`src/rtl/sr_pulse_gen_pkg.sv`:
```
// sr_pulse_gen_pkg
//   Shared definitions for the SR pulse generator: FSM state encodings and
//   the debounce/pulse counter width.
//   No ports.
package sr_pulse_gen_pkg;

    // Counter is cleared on every state entry, so 8 bits covers the full
    // 1..255 range of both parameters without wrapping.
    localparam int SR_CNT_W = 8;

    typedef enum logic [2:0] {
        ST_LOW       = 3'd0,
        ST_RISE_CHK  = 3'd1,
        ST_SET_PULSE = 3'd2,
        ST_HIGH      = 3'd3,
        ST_FALL_CHK  = 3'd4,
        ST_RST_PULSE = 3'd5
    } sr_state_e;

endpackage

```
`src/rtl/sync_2ff.sv`:
```
// sync_2ff
//   Two-flop synchroniser for a single asynchronous level. Reusable.
//   clk   : sampling clock, rising edge
//   rst_n : asynchronous active-low reset, both flops clear to 0
//   d     : asynchronous input
//   q     : synchronised output, two clk edges after d
module sync_2ff (
    input  logic clk,
    input  logic rst_n,
    input  logic d,
    output logic q
);

    logic meta;

    always_ff @(posedge clk or negedge rst_n) begin
        if (!rst_n) begin
            meta <= 1'b0;
            q    <= 1'b0;
        end else begin
            meta <= d;
            q    <= meta;
        end
    end

endmodule

```
`src/rtl/sr_pulse_gen.sv`:
```
// sr_pulse_gen
//   Synchronises and debounces a noisy level, then emits a one-shot set
//   pulse on each confirmed rise and a one-shot reset pulse on each
//   confirmed fall, feeding a downstream SR latch.
//   DEBOUNCE_CYCLES : consecutive samples at the new value to commit (1..255)
//   PULSE_WIDTH     : cycles s/r stay high per commit (1..255)
//   clk    : clock, rising edge
//   rst_n  : asynchronous active-low reset
//   din    : asynchronous, possibly bouncing level
//   s      : set pulse (registered)
//   r      : reset pulse (registered)
//   level  : committed debounced level (registered)
//   glitch : one-cycle pulse when a candidate transition is rejected
module sr_pulse_gen
    import sr_pulse_gen_pkg::*;
#(
    parameter int unsigned DEBOUNCE_CYCLES = 4,
    parameter int unsigned PULSE_WIDTH     = 1
) (
    input  logic clk,
    input  logic rst_n,
    input  logic din,
    output logic s,
    output logic r,
    output logic level,
    output logic glitch
);

    localparam int CW1 = SR_CNT_W + 1;
    localparam logic [CW1-1:0] DEB_N = CW1'(DEBOUNCE_CYCLES);
    localparam logic [CW1-1:0] PW_N  = CW1'(PULSE_WIDTH);

    logic                din_sync;
    sr_state_e           state, state_nxt;
    logic [SR_CNT_W-1:0] cnt, cnt_nxt;
    logic [CW1-1:0]      cnt_w;
    logic                level_nxt, glitch_nxt;

    sync_2ff u_sync (
        .clk   (clk),
        .rst_n (rst_n),
        .d     (din),
        .q     (din_sync)
    );

    assign cnt_w = {1'b0, cnt};

    // The sample that moves LOW/HIGH into a check state is the first of the
    // DEBOUNCE_CYCLES samples, so the check state commits once it has seen
    // DEBOUNCE_CYCLES-1 more (cnt + 2 == DEBOUNCE_CYCLES). A debounce of 1
    // therefore commits straight from LOW/HIGH.
    always_comb begin
        state_nxt  = state;
        cnt_nxt    = cnt;
        level_nxt  = level;
        glitch_nxt = 1'b0;
        case (state)
            ST_LOW: begin
                if (din_sync) begin
                    cnt_nxt = '0;
                    if (DEBOUNCE_CYCLES == 1) begin
                        state_nxt = ST_SET_PULSE;
                        level_nxt = 1'b1;
                    end else begin
                        state_nxt = ST_RISE_CHK;
                    end
                end
            end
            ST_RISE_CHK: begin
                if (!din_sync) begin
                    state_nxt  = ST_LOW;
                    glitch_nxt = 1'b1;
                    cnt_nxt    = '0;
                end else if (cnt_w + CW1'(2) == DEB_N) begin
                    state_nxt = ST_SET_PULSE;
                    level_nxt = 1'b1;
                    cnt_nxt   = '0;
                end else begin
                    cnt_nxt = cnt + 1'b1;
                end
            end
            ST_SET_PULSE: begin
                // din_sync deliberately not looked at while pulsing
                if (cnt_w + CW1'(1) == PW_N) begin
                    state_nxt = ST_HIGH;
                    cnt_nxt   = '0;
                end else begin
                    cnt_nxt = cnt + 1'b1;
                end
            end
            ST_HIGH: begin
                if (!din_sync) begin
                    cnt_nxt = '0;
                    if (DEBOUNCE_CYCLES == 1) begin
                        state_nxt = ST_RST_PULSE;
                        level_nxt = 1'b0;
                    end else begin
                        state_nxt = ST_FALL_CHK;
                    end
                end
            end
            ST_FALL_CHK: begin
                if (din_sync) begin
                    state_nxt  = ST_HIGH;
                    glitch_nxt = 1'b1;
                    cnt_nxt    = '0;
                end else if (cnt_w + CW1'(2) == DEB_N) begin
                    state_nxt = ST_RST_PULSE;
                    level_nxt = 1'b0;
                    cnt_nxt   = '0;
                end else begin
                    cnt_nxt = cnt + 1'b1;
                end
            end
            ST_RST_PULSE: begin
                if (cnt_w + CW1'(1) == PW_N) begin
                    state_nxt = ST_LOW;
                    cnt_nxt   = '0;
                end else begin
                    cnt_nxt = cnt + 1'b1;
                end
            end
            default: begin
                // unused encodings 6/7
                state_nxt = ST_LOW;
                cnt_nxt   = '0;
            end
        endcase
    end

    // s/r decode the next state so they are registered alongside level;
    // the two pulse states are exclusive, so s & r can never both be set.
    always_ff @(posedge clk or negedge rst_n) begin
        if (!rst_n) begin
            state  <= ST_LOW;
            cnt    <= '0;
            level  <= 1'b0;
            glitch <= 1'b0;
            s      <= 1'b0;
            r      <= 1'b0;
        end else begin
            state  <= state_nxt;
            cnt    <= cnt_nxt;
            level  <= level_nxt;
            glitch <= glitch_nxt;
            s      <= (state_nxt == ST_SET_PULSE);
            r      <= (state_nxt == ST_RST_PULSE);
        end
    end

endmodule

```
`config.mk`:
```
export PLATFORM = sky130hd
export DESIGN_NAME = sr_pulse_gen
export DESIGN_NICKNAME = d
export VERILOG_FILES = /design/src/rtl/sr_pulse_gen_pkg.sv /design/src/rtl/sync_2ff.sv /design/src/rtl/sr_pulse_gen.sv
export SDC_FILE = /design/constraint.sdc
export NUM_CORES = 1
export LEC_CHECK = 0
export ABC_AREA = 1
export CAP_MARGIN = 20
export CORE_ASPECT_RATIO = 1.25
export CORE_MARGIN = 3
export CORE_UTILIZATION = 46
export CTS_CLUSTER_DIAMETER = 100
export CTS_CLUSTER_SIZE = 40
export DETAILED_ROUTE_END_ITERATION = 8
export PLACE_DENSITY = 0.66
export SLEW_MARGIN = 10
export SYNTH_ARGS = -nofsm -noshare
export SYNTH_HDL_FRONTEND = slang
export SYNTH_HIERARCHICAL = 1
export SYNTH_SLANG_ARGS = --single-unit
```
`constraint.sdc`:
```
create_clock -name clk -period 2.1 [get_ports clk]
set_input_delay 0.42 -clock clk [delete_from_list [all_inputs] [get_ports clk]]
set_output_delay 0.42 -clock clk [all_outputs]
set_load 0.005 [all_outputs]
```
==> qor.yml <==
status: "completed"
max_slew_margin_pct: 72.2
vias: 1033
cts_root_buf: "clkbuf_4"
synth_top_area_cell: "dfrtp_1"
critPathMostFrequentCell: "nand2_1"
endpoint: "cnt[5]"
grt_max_degree: 18
row_count: 19
rsz0062_at_grt: "no"
drive_gt1_share_pct: 12.6
yosysWarnings: 6
synth_top_area_share_pct: 37.6
finalWirelength_um: 2390
fin_nets: 182
hold_viol: 0
tns_ps: 0
fin_crit_ps: 1800
placedCellCount: 201
crit_type: "reg2reg"
synthesis.nets: 172
reg2reg_depth: 12
fmax_ghz: 0.556
path_max_fanout: 6
rr_startpoint: "cnt[2]"
regToRegSetupSlack_ps: 300
synth_seq_area_share_pct: 37.6
drt_pre_antenna_iters: 4
timing.final.max_slew_violations: 0
drt_iter0_drc: 34
post_cts_buffers: 0
track_usage_pct: 18.9
grt_pass1_wl_um: 4440
die_area_sq_um: 3090
p_leak_nw: 0.647
cts_tree: "yes"
cp_slowest_stage_delay_ps: 460
synth.ff_latch_count: 17
start_kind: "register"
clk_transition_reported_paths_ps: 100
ant_nets: 0
portBuffers: 6
crit_slowest_cell: "dfrtp_1"
tightest_slew_ps: 417
num_antenna_cells: 0
hold_path.class: "reg2reg"
crit_chain: "ha_1, nand2_2, nand2_1, nand2_1, nor2_1, nand2_1, nor2_1, nand2_2, nand2_1, nand2_2, nand2_1, nand2_1"
fin_cells: 205
fill_cells: 231
antenna_found_initial: 0
clk_latency_ps: 290
grt_pass1_vias: 1052
place_congestion: 0.792
h-tree-depth: 1
cts_made_buffers: 3
arrival_ps: 2000
p_per_area_nw_per_um2: 466
vdd_drop_max_uv: 428
period_share_pct: 85.7
die_height_um: 61.4
hold_buffers: 0
timing.max_cap.violations: 0
fp.dieW_um: 50.4
crit_start: "cnt[2]"
setup_viol: 0
skew_ps: 1.03
setup_ws_ps: 300
regArea_sq_um: 425
syn2layout_area_growth_pct: 10.4
final_cell_mix: "51 x nand2_1, 22 x inv_1, 20 x nor2_1"
final_common_cell: "nand2_1"
netlist_area_sq_um: 1130
netlist-cell-type-count: 21
core_sq_um: 2260
gr-total-overflow: 0
io_pins: 7
cts-resized-gates: 0
synth_cells: 165
critPathCaptureType: "register"
vias_per_cell: 5.04
initial_core_util_pct: 50.1
cts_max_path_buffers: 2
synth_area_leaders: "dfrtp_1 38%, nand2_1 17%, inv_1 7.3%"
remaining_drc_errors: 0
pre_cts_ws_ps: 312
rr_endpoint: "cnt[5]"
post_drt_wl_per_cell_um: 11.7
syn_avg_cell_area_sq_um: 6.86
required_ps: 2300
multi_input_comb_area_sq_um: 596
cts.sinks: 17
dp_hpwl_um: 1890
## state kept, by name, summed over array words and instances (netlist names)
| register | count |
|---|---|
| cnt | 8 |
| state | 3 |
| glitch | 1 |
| level | 1 |
| r | 1 |
| s | 1 |
| u_sync/meta | 1 |
| u_sync/q | 1 |
## worst max-delay path: cells and delay by family (launching register included)
kind | cells | cell delay [ps]
and+or+nand+nor | 11 | 960
DFF | 1 | 460
adders and majority gates | 1 | 270
## report_power, final
group	leakage [nW]	switching (mW)	internal (mW)
sequential	0.226	0.00836	0.334
clock	0.0177	0.106	0.0710
combinational	0.404	0.0409	0.0213
total	0.647	0.155	0.426
## how the worst min path moves through the flow
stage / end / startpoint / depth (start not counted) / slack, ps
finish: u_sync/q / u_sync/meta / 0 / 360
CTS: u_sync/q / u_sync/meta / 0 / 360
global placement: u_sync/q / u_sync/meta / 0 / 340
detailed placement: u_sync/q / u_sync/meta / 0 / 340
floorplan: cnt[0] / rst_n / 0 / 120
global route: u_sync/q / u_sync/meta / 0 / 380
## logic make-up (layout without fill, tap and decap cells)
logic type,after synthesis,in the layout,share of synthesized area [%]
AO/OA/AOI/OAI,15,15,7.63
AND/OR/NAND/NOR,102,102,40.6
flip-flops,17,17,37.6
adder cells (fa/ha/maj),4,4,4.42
buffers and inverters,27,36,9.73
## layout make-up
| class | count | share of cell area (%) |
|---|---|---|
| clock buffers | 3 | 1.80 |
| clock inverters | 1 | 0.401 |
| inverters | 25 | 7.52 |
| multi-input cells | 121 | 47.7 |
| flip-flops and latches | 17 | 34.1 |
| well taps | 31 | 3.11 |
| repair buffers | 7 | 5.41 |
## metal layers
metal	global-route usage [%]	up-vias	wire (um)
li1	-	531	-
met1	20.9	477	1030
met2	36.0	20	1240
met3	2.42	5	79
met4	9.23	0	46
met5	0	-	0
## synth_stat cells (all sizes together)
master,n
nand3,15
ha,4
o2111ai,3
nand2,58
o21ai,8
or2,1
a21oi,4
inv,25
nor3,4
buf,2
dfrtp,17
nor2,23
nand4,1
## metrics by stage
| step | power, mW | utilization [%] | hold slack, ps | instance area (sq um) |
|---|---|---|---|---|
| finish | 0.581 | 55.3 | 358 | 1250 |
| global route | 0.614 | 55.3 | 375 | 1250 |
| CTS | 0.584 | 55.3 | 360 | 1250 |
| detailed placement | 0.411 | 54.1 | 338 | 1220 |
| global placement | 0.411 | 54.1 | 335 | 1220 |
| floorplan | 0.386 | - | 124 | 1130 |
No activity file was read; power rests on OpenSTA's default activity.
